$ cat src/rtl/spi_pkg.sv
// Shared types and elaboration helpers for the multi-mode SPI master.
package spi_pkg;

  typedef enum logic [2:0] {
    ST_IDLE  = 3'd0,
    ST_SETUP = 3'd1,
    ST_SHIFT = 3'd2,
    ST_TRAIL = 3'd3,
    ST_HOLD  = 3'd4,
    ST_GAP   = 3'd5
  } spi_state_e;

  // Per-transfer configuration captured when start is accepted.
  typedef struct packed {
    logic cpol;
    logic cpha;
    logic lsb_first;
    logic hold_cs;
  } spi_cfg_t;

  // System clocks per SCLK half period.
  function automatic int calc_half(input int clk_hz, input int spi_hz);
    return clk_hz / (2 * spi_hz);
  endfunction

  // A half period of at least two system clocks gives MISO a full cycle of margin.
  function automatic bit half_ok(input int half);
    return (half >= 2);
  endfunction

endpackage

$ cat src/rtl/spi_edge_gen.sv
// SCLK half-period divider: pulses tick_o every HALF enabled cycles and
// tracks whether the next SCLK edge is a leading or trailing one.
module spi_edge_gen #(
  parameter int HALF = 2
) (
  input  logic sys_clk,
  input  logic rst_n,
  input  logic en_i,
  input  logic shift_i,
  output logic tick_o,
  output logic lead_o
);

  localparam int DIVW = (HALF > 1) ? $clog2(HALF) : 1;

  logic [DIVW-1:0] cnt_q, cnt_d;
  logic            phase_q, phase_d;

  assign tick_o = en_i && (cnt_q == DIVW'(HALF - 1));
  assign lead_o = ~phase_q;

  // Divider next state: clear when idle, wrap on tick, flip edge phase only while shifting.
  always_comb begin
    cnt_d   = cnt_q;
    phase_d = phase_q;
    if (!en_i) begin
      cnt_d   = '0;
      phase_d = 1'b0;
    end else if (tick_o) begin
      cnt_d   = '0;
      phase_d = shift_i ? ~phase_q : phase_q;
    end else begin
      cnt_d   = cnt_q + DIVW'(1);
    end
  end

  // Divider state registers.
  always_ff @(posedge sys_clk or negedge rst_n) begin
    if (!rst_n) begin
      cnt_q   <= '0;
      phase_q <= 1'b0;
    end else begin
      cnt_q   <= cnt_d;
      phase_q <= phase_d;
    end
  end

endmodule

$ cat src/rtl/spi_master_multi.sv
// Multi-mode SPI master: CPOL/CPHA per transfer, MSB/LSB order, one-hot
// chip selects, CS hold for bursts and a guaranteed CS-high gap.
module spi_master_multi
  import spi_pkg::*;
#(
  parameter int  CLK_FREQ   = 50_000_000,
  parameter int  SPI_FREQ   = 1_000_000,
  parameter int  DATA_WIDTH = 8,
  parameter int  NUM_CS     = 4,
  localparam int CSW        = (NUM_CS > 1) ? $clog2(NUM_CS) : 1
) (
  input  logic                  sys_clk,
  input  logic                  rst_n,
  input  logic [DATA_WIDTH-1:0] tx_data,
  input  logic [CSW-1:0]        cs_sel,
  input  logic                  cpol,
  input  logic                  cpha,
  input  logic                  lsb_first,
  input  logic                  hold_cs,
  input  logic                  start,
  input  logic                  cs_release,
  output logic [DATA_WIDTH-1:0] rx_data,
  output logic                  rx_valid,
  output logic                  busy,
  output logic                  ready,
  output logic                  spi_sclk,
  output logic [NUM_CS-1:0]     spi_cs_n,
  output logic                  spi_mosi,
  input  logic                  spi_miso
);

  localparam int HALF  = calc_half(CLK_FREQ, SPI_FREQ);
  localparam int NEDGE = 2 * DATA_WIDTH;
  localparam int ECW   = $clog2(NEDGE + 1);

  if (!half_ok(HALF)) begin : g_half_chk
    $error("spi_master_multi: CLK_FREQ/(2*SPI_FREQ) must be at least 2");
  end
  if (DATA_WIDTH < 2 || DATA_WIDTH > 32) begin : g_dw_chk
    $error("spi_master_multi: DATA_WIDTH must be within 2..32");
  end
  if (NUM_CS < 1 || NUM_CS > 8) begin : g_cs_chk
    $error("spi_master_multi: NUM_CS must be within 1..8");
  end

  spi_state_e            state_q, state_d;
  spi_cfg_t              cfg_q, cfg_d, cfg_in_s;
  logic [DATA_WIDTH-1:0] tx_sr_q, tx_sr_d, tx_next_s;
  logic [DATA_WIDTH-1:0] rx_sr_q, rx_sr_d, rx_shift_s;
  logic [ECW-1:0]        edge_cnt_q, edge_cnt_d;
  logic                  sclk_q, sclk_d;
  logic [NUM_CS-1:0]     cs_n_q, cs_n_d;
  logic                  mosi_q, mosi_d;
  logic [DATA_WIDTH-1:0] rx_data_q, rx_data_d;
  logic                  rx_valid_q, rx_valid_d;
  logic                  busy_q, busy_d;
  logic                  ready_q, ready_d;
  logic                  tick_s, lead_s, div_en_s, last_edge_s;

  // Bit presented on MOSI first for a given word and order.
  function automatic logic first_bit(input logic [DATA_WIDTH-1:0] w, input logic lsb);
    return lsb ? w[0] : w[DATA_WIDTH-1];
  endfunction

  // Active-low one-hot select; an out-of-range index selects nobody.
  function automatic logic [NUM_CS-1:0] decode_cs(input logic [CSW-1:0] sel);
    logic [NUM_CS-1:0] dec;
    for (int i = 0; i < NUM_CS; i++) begin
      dec[i] = (int'(sel) == i) ? 1'b0 : 1'b1;
    end
    return dec;
  endfunction

  assign cfg_in_s    = '{cpol: cpol, cpha: cpha, lsb_first: lsb_first, hold_cs: hold_cs};
  assign tx_next_s   = cfg_q.lsb_first ? {1'b0, tx_sr_q[DATA_WIDTH-1:1]}
                                       : {tx_sr_q[DATA_WIDTH-2:0], 1'b0};
  assign rx_shift_s  = cfg_q.lsb_first ? {spi_miso, rx_sr_q[DATA_WIDTH-1:1]}
                                       : {rx_sr_q[DATA_WIDTH-2:0], spi_miso};
  assign last_edge_s = (edge_cnt_q == ECW'(NEDGE - 1));
  assign div_en_s    = (state_q == ST_SETUP) || (state_q == ST_SHIFT) ||
                       (state_q == ST_TRAIL) || (state_q == ST_GAP);

  spi_edge_gen #(.HALF(HALF)) u_edge_gen (
    .sys_clk (sys_clk),
    .rst_n   (rst_n),
    .en_i    (div_en_s),
    .shift_i (state_q == ST_SHIFT),
    .tick_o  (tick_s),
    .lead_o  (lead_s)
  );

  // Transfer FSM: next state, shift registers and pin levels.
  always_comb begin
    state_d    = state_q;
    cfg_d      = cfg_q;
    tx_sr_d    = tx_sr_q;
    rx_sr_d    = rx_sr_q;
    edge_cnt_d = edge_cnt_q;
    sclk_d     = sclk_q;
    cs_n_d     = cs_n_q;
    mosi_d     = mosi_q;
    rx_data_d  = rx_data_q;
    rx_valid_d = 1'b0;
    case (state_q)
      ST_IDLE: begin
        if (start) begin
          cfg_d      = cfg_in_s;
          tx_sr_d    = tx_data;
          rx_sr_d    = '0;
          mosi_d     = first_bit(tx_data, lsb_first);
          sclk_d     = cpol;
          cs_n_d     = decode_cs(cs_sel);
          edge_cnt_d = '0;
          state_d    = ST_SETUP;
        end else begin
          sclk_d     = cfg_q.cpol;
          cs_n_d     = {NUM_CS{1'b1}};
        end
      end
      ST_HOLD: begin
        // The held slave stays selected; only mode, order and data are refreshed.
        if (start) begin
          cfg_d      = cfg_in_s;
          tx_sr_d    = tx_data;
          rx_sr_d    = '0;
          mosi_d     = first_bit(tx_data, lsb_first);
          sclk_d     = cpol;
          edge_cnt_d = '0;
          state_d    = ST_SETUP;
        end else if (cs_release) begin
          cs_n_d     = {NUM_CS{1'b1}};
          state_d    = ST_GAP;
        end else begin
          state_d    = ST_HOLD;
        end
      end
      ST_SETUP: begin
        if (tick_s) begin
          state_d = ST_SHIFT;
        end else begin
          state_d = ST_SETUP;
        end
      end
      ST_SHIFT: begin
        if (tick_s) begin
          sclk_d     = ~sclk_q;
          edge_cnt_d = edge_cnt_q + ECW'(1);
          if (lead_s) begin
            // cpha=1 drives the first bit from setup, so edge 1 does not advance.
            if (!cfg_q.cpha) begin
              rx_sr_d = rx_shift_s;
            end else if (edge_cnt_q != '0) begin
              tx_sr_d = tx_next_s;
              mosi_d  = first_bit(tx_next_s, cfg_q.lsb_first);
            end else begin
              tx_sr_d = tx_sr_q;
            end
          end else begin
            if (cfg_q.cpha) begin
              rx_sr_d = rx_shift_s;
            end else if (!last_edge_s) begin
              tx_sr_d = tx_next_s;
              mosi_d  = first_bit(tx_next_s, cfg_q.lsb_first);
            end else begin
              tx_sr_d = tx_sr_q;
            end
          end
          if (last_edge_s) begin
            state_d = ST_TRAIL;
          end else begin
            state_d = ST_SHIFT;
          end
        end else begin
          state_d = ST_SHIFT;
        end
      end
      ST_TRAIL: begin
        if (tick_s) begin
          rx_data_d  = rx_sr_q;
          rx_valid_d = 1'b1;
          if (cfg_q.hold_cs) begin
            state_d = ST_HOLD;
          end else begin
            cs_n_d  = {NUM_CS{1'b1}};
            state_d = ST_GAP;
          end
        end else begin
          state_d = ST_TRAIL;
        end
      end
      ST_GAP: begin
        if (tick_s) begin
          state_d = ST_IDLE;
        end else begin
          state_d = ST_GAP;
        end
      end
      default: begin
        state_d = ST_IDLE;
        cs_n_d  = {NUM_CS{1'b1}};
        sclk_d  = cfg_q.cpol;
      end
    endcase
    busy_d  = (state_d == ST_SETUP) || (state_d == ST_SHIFT) ||
              (state_d == ST_TRAIL) || (state_d == ST_GAP);
    ready_d = (state_d == ST_IDLE) || (state_d == ST_HOLD);
  end

  // State and output registers; reset drops CS and parks SCLK low at once.
  always_ff @(posedge sys_clk or negedge rst_n) begin
    if (!rst_n) begin
      state_q    <= ST_IDLE;
      cfg_q      <= '0;
      tx_sr_q    <= '0;
      rx_sr_q    <= '0;
      edge_cnt_q <= '0;
      sclk_q     <= 1'b0;
      cs_n_q     <= {NUM_CS{1'b1}};
      mosi_q     <= 1'b0;
      rx_data_q  <= '0;
      rx_valid_q <= 1'b0;
      busy_q     <= 1'b0;
      ready_q    <= 1'b1;
    end else begin
      state_q    <= state_d;
      cfg_q      <= cfg_d;
      tx_sr_q    <= tx_sr_d;
      rx_sr_q    <= rx_sr_d;
      edge_cnt_q <= edge_cnt_d;
      sclk_q     <= sclk_d;
      cs_n_q     <= cs_n_d;
      mosi_q     <= mosi_d;
      rx_data_q  <= rx_data_d;
      rx_valid_q <= rx_valid_d;
      busy_q     <= busy_d;
      ready_q    <= ready_d;
    end
  end

  assign rx_data  = rx_data_q;
  assign rx_valid = rx_valid_q;
  assign busy     = busy_q;
  assign ready    = ready_q;
  assign spi_sclk = sclk_q;
  assign spi_cs_n = cs_n_q;
  assign spi_mosi = mosi_q;

endmodule

$ cat config.mk
export PLATFORM = sky130hd
export DESIGN_NAME = spi_master_multi
export DESIGN_NICKNAME = d
export VERILOG_FILES = /design/src/rtl/spi_pkg.sv /design/src/rtl/spi_edge_gen.sv /design/src/rtl/spi_master_multi.sv
export SDC_FILE = /design/constraint.sdc
export NUM_CORES = 1
export LEC_CHECK = 0
export ABC_AREA = 1
export BUFFER_PORTS_ARGS = -buffer_cell sky130_fd_sc_hd__buf_2
export CORE_ASPECT_RATIO = 0.8
export CORE_UTILIZATION = 60
export CTS_CLUSTER_SIZE = 20
export DETAILED_ROUTE_END_ITERATION = 8
export GPL_ROUTABILITY_DRIVEN = 0
export PLACE_DENSITY = 0.83
export SLEW_MARGIN = 20
export SYNTH_ARGS = -nofsm -noshare
export SYNTH_HDL_FRONTEND = slang
export SYNTH_SLANG_ARGS = --single-unit
$ cat constraint.sdc
create_clock -name sys_clk -period 4.6 [get_ports sys_clk]
set_input_delay 0 -clock sys_clk [delete_from_list [all_inputs] [get_ports sys_clk]]
set_output_delay 0 -clock sys_clk [all_outputs]
set_load 0.01 [all_outputs]
==> results.tsv, run 1 <==
stage	metric	value	unit
timing	fmax	0.556	GHz
logic_synthesis	synth_area	2660	um^2
global_route	grt_pass1_wl	8890	um
setup_path	required	4.85	ns
global_route	gr-total-overflow	0	
drt	top_layer	met4	
cells_and_area	synthToLayoutAreaGrowth	14.6	%
logic_synthesis	yosys-top-cells-area	dfrtp_1 43%, nand2_1 15%, inv_1 6.1%	
clock_network	cts_setup_buffers	0	
placement	io_buffers	35	
timing	final_max_slew_viol_count	0	
power	clockPowerShare	0.188	
die	initial_utilization	0.632	
timing	hold_viol	0	
timing	rsz0062_at_grt	no	
timing	relSlewSlack	0.465	
drt	first_pass_iters	4	
drt	route.layer.met1.wl	2590	um
power	power.total	1.35	mW
drt	vias	2258	
cells_and_area	fin_area	3040	um^2
cells_and_area	num_antenna_cells	0	
global_route	antenna_found_initial	0	
logic_synthesis	syn_nets	357	
setup_path	critPathKind	flop to flop	
drt	wl_met3	231	um
logic_synthesis	synth.avg_cell_area	7.98	um^2
drt	drt_iter0_drc	178	
drt	finalWirelength	5440	um
run_status	status	complete, no violations	
logic_synthesis	ys_ff_latch	51	
logic_synthesis	netlist.top_cell.by_area	dfrtp_1	
die	io-pin-count	36	
die	row_count	21	
power	swShare	0.384	
hold_path	min_path_type	input port to flop	
setup_path	critical_path_arrival	2.05	ns
placement	dpl_cell_area	2880	um^2
timing	timing.setup.tns	0	ns
timing	min_period_over_period	0.391	
clock_network	path_clk_slew	0.09	ns
power	p_sw	0.519	mW
clock_network	clk_latency	0.31	ns
logic_synthesis	synth-seq-area-share	0.483	
drt	postRouteAntennaNets	0	
global_route	grt_max_degree	52	
drt	wl_per_cell	12.5	um
timing	setup_violations	0	
power	combPwrFrac	0.333	
die	chipWidth	76.4	um
clock_network	cts_root_buffer	clkbuf_8	
timing	layout_setup_ws	2.80	ns
power	pwr-share-seq	0.479	
power	p_leak	1.61	nW
die	dieHeight	61.5	um
timing	timing.hold.ws	0.000665	ns
logic_synthesis	syn_inst	333	
setup_path	end_kind	flop	
timing	tightest_slew	0.802	ns
timing	period_needed	1.80	ns
logic_synthesis	synth_warnings	0	
hold_path	hold_path_depth	5	
clock_network	clk_path_buf_depth	2	
cells_and_area	layout-drive-gt1-share	0.166	
drt	drc_errors	0	
clock_network	htree_levels	2	
job	cap_viol_max_count	0	
setup_path	reg2reg_depth	8	
placement	pre_cts_slack	2.80	ns
placement	hpwl	3810	um
power	intPower	0.833	mW
timing	finalClockSkew	0.0131	ns
clock_network	clock-sinks	51	
drt	dr_wl_met2	2530	um
clock_network	cts_tree	yes	
power	power.density	444	nW/um^2
drt	vias_per_cell	5.18	
logic_synthesis	synth.distinct_cells	33	
die	die_area	4700	um^2
power	ir_drop	0.000259	V
clock_network	post_cts_resized	0	
setup_path	crit_fanout	10	
global_route	grt_pass1_vias	2067	
cells_and_area	nets	402	
logic_synthesis	yosysTopAreaCellShare	0.433	
setup_path	startpoint_type	flop	
die	core	4200	um^2
clock_network	cts_buffers	5	
global_route	grtUsageTotal	0.246	
## cell type report
class | instances | area, um^2
clock buffer | 6 | 72.6
clock inverter | 2 | 13.8
fill | 330 | 1160
inverter | 46 | 173
multi-input combinational | 230 | 1170
sequential | 51 | 1280
tap | 57 | 71.3
timing repair buffer | 44 | 263
## layer usage
metal	GRT usage	vias up
met5	0	-
met4	0.110	0
met3	0.0444	12
met2	0.434	60
met1	0.308	1034
li1	-	1152
## path summary, 6_finish.rpt
kind / start / to / slack, ns
worst max register to register: edge_cnt_q[0] / tx_sr_q[1] / 2.80
min in group asynchronous: rst_n / u_edge_gen.cnt_q[3] / 0.33
max in group asynchronous: rst_n / cfg_q[2] / 3.85
worst min register to register: spi_cs_n[2] / spi_cs_n[2] / 0.47
worst min-delay path: tx_data[3] / tx_sr_q[3] / 0.0007
worst max-delay path: edge_cnt_q[0] / tx_sr_q[1] / 2.80
## Yosys cell counts
cell type and number:
nand2_2 2, nand3_4 1, clkbuf_1 3, xnor2_1 4
o31ai_1 1, buf_6 1, buf_2 2, nor4_1 4
nand2_1 107, nand3b_1 2, o22ai_1 1, o21ai_0 32
nand2_4 1, nor2_4 3, a21oi_1 7, nor2_1 17
dfstp_2 5, nand4_1 3, nand3_2 2, o21ai_2 1
xor2_1 2, mux2_2 1, nand3_1 18, dfrtp_1 46
inv_2 3, nor3_1 1, o21bai_1 10, inv_1 43
and3_1 1, a21boi_0 1, o211ai_1 2, ha_1 5
nor2_2 1
## state kept, by name, summed over array words and instances, names as in the netlist
| name | flops |
|---|---|
| busy | 1 |
| cfg_q | 4 |
| u_edge_gen.phase_q | 1 |
| rx_sr_q | 8 |
| u_edge_gen.cnt_q | 5 |
| edge_cnt_q | 5 |
| state_q | 3 |
| ready | 1 |
| spi_mosi | 1 |
| spi_cs_n | 4 |
| rx_valid | 1 |
| rx_data | 8 |
| spi_sclk | 1 |
| tx_sr_q | 8 |
## power groups by stage
stage,Sequential (mW),Combinational (mW),Clock [mW]
after floorplan,0.624,0.344,0
after global placement,0.651,0.427,0
after detailed placement,0.652,0.442,0
after CTS,0.645,0.450,0.259
after global routing,0.664,0.513,0.272
final,0.647,0.450,0.255
## cell usage in the layout, fill, tap and decap left out, types with 2 or more instances in the layout
master / instances
a21oi_1: 7
buf_2: 35
clkbuf_8: 5
dfrtp_1: 46
dfstp_2: 5
dlygate4sd3_1: 8
ha_1: 5
inv_1: 43
inv_2: 3
nand2_1: 107
nand2_2: 2
nand3_1: 18
nand3_2: 2
nand3b_1: 2
nand4_1: 3
nor2_1: 17
nor2_4: 3
nor4_1: 4
o211ai_1: 2
o21ai_0: 32
o21bai_1: 10
xnor2_1: 4
xor2_1: 2
## repair_timing
action	4_1_cts	5_1_grt
hold buffers	8	0
hold endpoints to repair	53	0
endpoints found under the setup margin	0	0
## cell families after synthesis
logic type | share of synthesized area
adder cells (fa/ha/maj) | 0.0236
buffers and inverters | 0.0772
multiplexers | 0.00424
flip-flops | 0.483
AND/OR/NAND/NOR | 0.274
AO/OA/AOI/OAI | 0.119
XOR/XNOR | 0.0198
## through the flow
step,utilization,instances
floorplan,-,333
global route,0.724,436
finish,0.724,436
CTS,0.724,436
detailed placement,0.685,420
global placement,0.685,420
## critical path, cell delays in order (launching register included)
cell,delay [ns]
dfrtp_1,0.40
ha_1,0.22
and3_1,0.18
ha_1,0.18
nand4_1,0.10
nand3_2,0.19
nor2_4,0.28
nand2_1,0.10
nand2_1,0.08
Power figures use the tool's default switching activity.
==> inputs of run 2 (changes only) <==
CORE_UTILIZATION = 52   (was 60)
PLACE_DENSITY = 0.76   (was 0.83)
clock period = 1.5 ns   (was 4.6 ns; I/O delays follow)
==> run 2 against run 1 <==
Against the previous run: the flow now finishes with violations (negative setup slack); die area grew 15%; sequential power rose to 3.0 times the previous value; combinational power increased to 4.6 times the previous value; non-clock buffer count up 42; register-to-register slack lost 2.9 ns; routed wire length grew 25%; highest routed layer unchanged; largest cell class is now multi-input combinational cells; flip-flop and latch count did not move; worst hold slack is essentially flat; worst setup slack worse by 2.9 ns; clock power grew to 4.1 times the previous value.
==> results.tsv, run 2 (same netlist as run 1, synthesis figures left out) <==
stage	metric	value	unit	change
cells_and_area	synthToLayoutAreaGrowth	41.7	%	
drt	vias_per_cell	5.33		+2.8%
clock_network	clk_path_buf_depth	2		unchanged
run_status	status	finished, violations left		
setup_path	end_kind	flop		
setup_path	required	1.76	ns	-3.09 ns
drt	postRouteAntennaNets	0		unchanged
drt	drt_iter0_drc	240		+35%
setup_path	crit_fanout	11		+1
die	dieHeight	65.9	um	+7.2%
die	row_count	22		+4.8%
timing	period_needed	1.64	ns	-0.159 ns
global_route	grtUsageTotal	0.247		about the same
cells_and_area	num_antenna_cells	0		unchanged
timing	finalClockSkew	0.00961	ns	-0.00350 ns
timing	relSlewSlack	0.663		+0.198
timing	setup_violations	39		+39
die	chipWidth	81.9	um	+7.2%
setup_path	critPathKind	flop to flop		
power	power.density	1340	nW/um^2	+200%
die	die_area	5400	um^2	+15%
setup_path	critical_path_arrival	1.90	ns	-0.15 ns
drt	wl_per_cell	14.1	um	+13%
timing	min_period_over_period	1.09		+0.702
clock_network	path_clk_slew	0.10	ns	about the same
timing	hold_viol	0		unchanged
cells_and_area	nets	445		+11%
timing	rsz0062_at_grt	yes		
clock_network	cts_root_buffer	clkbuf_8		
clock_network	clock-sinks	51		unchanged
timing	fmax	0.610	GHz	+9.7%
die	core	4730	um^2	+13%
drt	vias	2567		+14%
drt	drc_errors	0		unchanged
placement	hpwl	4250	um	+11%
clock_network	cts_tree	yes		
power	ir_drop	0.000865	V	+230%
global_route	antenna_found_initial	0		unchanged
timing	layout_setup_ws	-0.139	ns	-2.94 ns
hold_path	min_path_type	input port to flop		
job	cap_viol_max_count	0		unchanged
power	p_leak	1.88	nW	+17%
cells_and_area	layout-drive-gt1-share	0.370		+0.203
global_route	gr-total-overflow	0		unchanged
cells_and_area	layout_common_cells	90 x nand2_1, 43 x dfrtp_1, 36 x inv_1		
global_route	grt_pass1_vias	2267		+9.7%
drt	first_pass_iters	4		unchanged
power	power.total	5.05	mW	+270%
run_status	violations	negative setup slack		
placement	io_buffers	35		unchanged
drt	finalWirelength	6790	um	+25%
cells_and_area	n_fill_cell	297		-10%
global_route	grt_pass1_wl	10100	um	+13%
die	initial_utilization	0.561		-0.0708
clock_network	htree_levels	2		unchanged
die	io-pin-count	36		unchanged
timing	tightest_slew	0.505	ns	-0.297 ns
clock_network	cts_buffers	5		unchanged
placement	pre_cts_slack	-0.105	ns	-2.91 ns
global_route	grt_max_degree	22		-58%
timing	timing.hold.ws	0.00112	ns	+0.000454 ns
clock_network	clk_latency	0.32	ns	about the same
timing	final_max_slew_viol_count	0		unchanged
cells_and_area	layout_commonest_cell	nand2_1		
setup_path	startpoint_type	flop		
[run 2: changes by cell type in the layout (fill, tap and decap cells not counted), moves of 4 or more]
cell	delta
a21oi_1	-6
a21oi_2	+6
buf_4	+32
buf_6	+4
inv_1	-7
inv_2	+5
nand2_1	-17
nand2_2	+8
nand2_4	+5
nand2_8	+4
nor2_1	-5
o21ai_0	-9
o21ai_1	+4
o21ai_2	+5
[run 2: repair_timing]
item,in CTS,in global routing
hold buffers,10,0
pin swaps,8,23
hold endpoints to repair,28,0
gates cloned,1,2
setup endpoints to repair,34,40
resized for setup,10,74
buffers inserted,3,7
[run 2: area by class of cell]
cell class	count	area, um^2	area share
Clock inverter	2	38.8	0.0103
Sequential cell	51	1290	0.342
Multi-Input combinational cell	231	1440	0.381
Timing Repair Buffer	86	658	0.175
Clock buffer	6	82.6	0.0219
Tap cell	60	75.1	0.0199
Inverter	46	188	0.0499
[run 2: where the power goes]
group / switching (mW) / total [mW] / leakage (nW) / internal [mW]
clock: 0.491 / 1.04 / 0.0618 / 0.549
combinational: 1.17 / 2.06 / 1.17 / 0.887
sequential: 0.243 / 1.95 / 0.654 / 1.71
total: 1.91 / 5.05 / 1.88 / 3.14
[run 2: worst max-delay path, stage by stage, from the launching register on]
cell,delay [ns]
dfrtp_1,0.42
inv_2,0.09
ha_4,0.12
nand4_1,0.16
buf_6,0.20
nand2_8,0.08
nand3_4,0.16
nor2_4,0.21
nand2_1,0.08
nand2_1,0.06
[run 2: worst paths after layout]
kind	from	end	slack (ns)	depth (start not counted)
setup / recovery	u_edge_gen.cnt_q[1]	spi_mosi	-0.14	9
hold / removal	tx_data[6]	tx_sr_q[6]	0.001	5
hold reg to reg	spi_cs_n[1]	spi_cs_n[1]	0.47	2
setup reg to reg	u_edge_gen.cnt_q[1]	spi_mosi	-0.14	9
min in group asynchronous	rst_n	edge_cnt_q[0]	0.18	2
max in group asynchronous	rst_n	spi_cs_n[1]	0.66	3
[run 2: layer usage]
metal  vias to the layer above  share of wire  track usage
li1                       1245              -            -
met3                        18          0.052       0.0497
met4                         0          0.019       0.0811
met5                         -              0            0
met1                      1216           0.45        0.332
met2                        88           0.48        0.396
[run 2: stage by stage]
stage               instance area (um^2)  instances  setup TNS (ns)   util
global placement                    3130        451          -0.706  0.661
floorplan                           2680        333               0      -
global route                        3760        482           -5.75  0.795
finish                              3760        482           -3.26  0.795
CTS                                 3410        473          -0.778  0.721
detailed placement                  3130        451           -1.07  0.661
==> inputs of run 3 (changes only) <==
MAX_ROUTING_LAYER = met4   (was not set)
==> run 3 against run 2 <==
Against the previous run: the flow finishes with violations (negative hold slack, negative setup slack); register-to-register slack is essentially flat; count of clock-buffer cells in the layout is the same; critical path depth is the same; routed wire length is essentially flat; sequential share of layout area is the same; worst setup slack lost 0.0054 ns; clock power is essentially flat; via count shrank 0.97%; flip-flop and latch count is the same; largest power group unchanged.
==> results.tsv, run 3 (same netlist as run 1, synthesis figures left out) <==
stage	metric	value	unit	change
run_status	status	finished, violations left		
run_status	violations	negative hold slack, negative setup slack		
placement	pre_cts_slack	-0.105	ns	unchanged
drt	top_layer	met4		
hold_path	min_path_type	input port to flop		
die	io-pin-count	36		unchanged
setup_path	end_kind	flop		
timing	finalClockSkew	0.0115	ns	+0.00186 ns
die	dieHeight	65.9	um	unchanged
drt	wl_met3	296	um	-16%
global_route	grt_pass1_wl	10100	um	+0.21%
cells_and_area	layout_common_cells	90 x nand2_1, 43 x dfrtp_1, 36 x inv_1		
global_route	grt_pass1_vias	2270		+0.13%
cells_and_area	layout_commonest_cell	nand2_1		
placement	io_buffers	35		unchanged
drt	route.layer.met1.wl	3110	um	+2.0%
cells_and_area	n_fill_cell	297		unchanged
power	power.density	1340	nW/um^2	-0.14%
clock_network	clock-sinks	51		unchanged
clock_network	clk_path_buf_depth	2		unchanged
hold_path	hold_path_depth	5		unchanged
timing	tightest_slew	0.503	ns	-0.00242 ns
timing	final_max_slew_viol_count	0		unchanged
hold_path	worstHoldEndpoint	tx_sr_q[6]		
drt	postRouteAntennaNets	0		unchanged
timing	min_period_over_period	1.10		+0.00360
die	die_area	5400	um^2	unchanged
drt	wl_per_cell	14.1	um	about the same
power	ir_drop	0.000865	V	about the same
timing	timing.hold.ws	-0.000429	ns	-0.00155 ns
cells_and_area	num_antenna_cells	0		unchanged
clock_network	htree_levels	2		unchanged
drt	finalWirelength	6790	um	about the same
setup_path	startpoint_type	flop		
cells_and_area	utilization	0.795		unchanged
setup_path	critical_path_arrival	1.90	ns	about the same
setup_path	required	1.76	ns	about the same
clock_network	clk_latency	0.32	ns	about the same
setup_path	reg2reg_depth	9		unchanged
timing	relSlewSlack	0.665		+0.00162
cells_and_area	layout-drive-gt1-share	0.370		unchanged
drt	first_pass_iters	4		unchanged
timing	fmax	0.608	GHz	-0.33%
drt	vias_per_cell	5.27		-0.97%
timing	layout_setup_ws	-0.144	ns	-0.00540 ns
drt	drc_errors	0		unchanged
global_route	grtUsageTotal	0.254		+0.00707
placement	hpwl	4250	um	unchanged
setup_path	crit_fanout	11		unchanged
job	cap_viol_max_count	0		unchanged
drt	vias	2542		-0.97%
timing	period_needed	1.64	ns	+0.00540 ns
die	chipWidth	81.9	um	unchanged
global_route	gr-total-overflow	0		unchanged
drt	dr_wl_met2	3260	um	about the same
cells_and_area	synthToLayoutAreaGrowth	41.7	%	unchanged
die	row_count	22		unchanged
cells_and_area	layoutNonFillerInstCount	482		unchanged
hold_path	worstHoldStart	tx_data[6]		
clock_network	path_clk_slew	0.10	ns	about the same
timing	rsz0062_at_grt	yes		
setup_path	reg2reg_from	u_edge_gen.cnt_q[1]		
global_route	grt_max_degree	22		unchanged
clock_network	cts_root_buffer	clkbuf_8		
global_route	antenna_found_initial	0		unchanged
power	p_leak	1.88	nW	unchanged
timing	hold_viol	1		+1
cells_and_area	multi_input_area	1440	um^2	unchanged
setup_path	rrSetupSlack	-0.14	ns	about the same
drt	drt_iter0_drc	223		-7.1%
timing	setup_violations	39		unchanged
die	initial_utilization	0.561		unchanged
cells_and_area	seq_area	1290	um^2	unchanged
setup_path	critPathKind	flop to flop		
placement	dp_cells	451		unchanged
die	core	4730	um^2	unchanged
clock_network	cts_tree	yes		
clock_network	cts_buffers	5		unchanged
setup_path	crit-reg2reg-capture	spi_mosi		
cells_and_area	nets	445		unchanged
## run 3: power breakdown
part / leakage, nW / total (mW) / switching (mW) / internal [mW]
Clock: 0.0618 / 1.03 / 0.484 / 0.549
Combinational: 1.17 / 2.05 / 1.17 / 0.887
Sequential: 0.654 / 1.95 / 0.246 / 1.71
## run 3: worst max-delay path, cell delays in order (launching register included)
cell	delay (ns)
dfrtp_1	0.42
inv_2	0.09
ha_4	0.12
nand4_1	0.15
buf_6	0.20
nand2_8	0.08
nand3_4	0.16
nor2_4	0.21
nand2_1	0.08
nand2_1	0.06
## run 3: how the worst max path moves through the flow
| stage | from | end | cells after the start |
|---|---|---|---|
| floorplan | u_edge_gen.cnt_q[0] | rx_data[6] | 8 |
| global placement | edge_cnt_q[1] | tx_sr_q[7] | 8 |
| detailed placement | edge_cnt_q[1] | spi_mosi | 8 |
| CTS | edge_cnt_q[1] | spi_mosi | 8 |
| global route | u_edge_gen.cnt_q[0] | tx_sr_q[5] | 9 |
| finish | u_edge_gen.cnt_q[1] | spi_mosi | 9 |
## run 3: per-layer routing
metal	GRT usage	vias to the layer above
met5	-	-
met4	0.0811	0
met3	0.0483	18
met2	0.396	83
met1	0.333	1197
li1	-	1244
## run 3: area by class of cell
cell class                 count  share of cell area
inverter                      46              0.0499
clock inverter                 2              0.0103
multi-input combinational    231               0.381
timing repair buffer          86               0.175
tap                           60              0.0199
clock buffer                   6              0.0219
sequential                    51               0.342
## run 3: repair_timing
action | CTS | global route
endpoints found under the hold margin | 28 | 0
pin swaps | 8 | 23
setup buffers | 3 | 7
gates resized for setup | 10 | 74
endpoints found under the setup margin | 34 | 40
hold buffers | 10 | 0
gates cloned | 1 | 2
## run 3: per-stage QoR
step	TNS, ns	cell area, um^2	total power [mW]
2_1_floorplan	0	2680	2.98
3_3_place_gp	-0.706	3130	3.52
3_5_place_dp	-1.07	3130	3.56
4_1_cts	-0.778	3410	4.71
5_1_grt	-5.74	3760	5.35
6_report	-3.20	3760	5.04
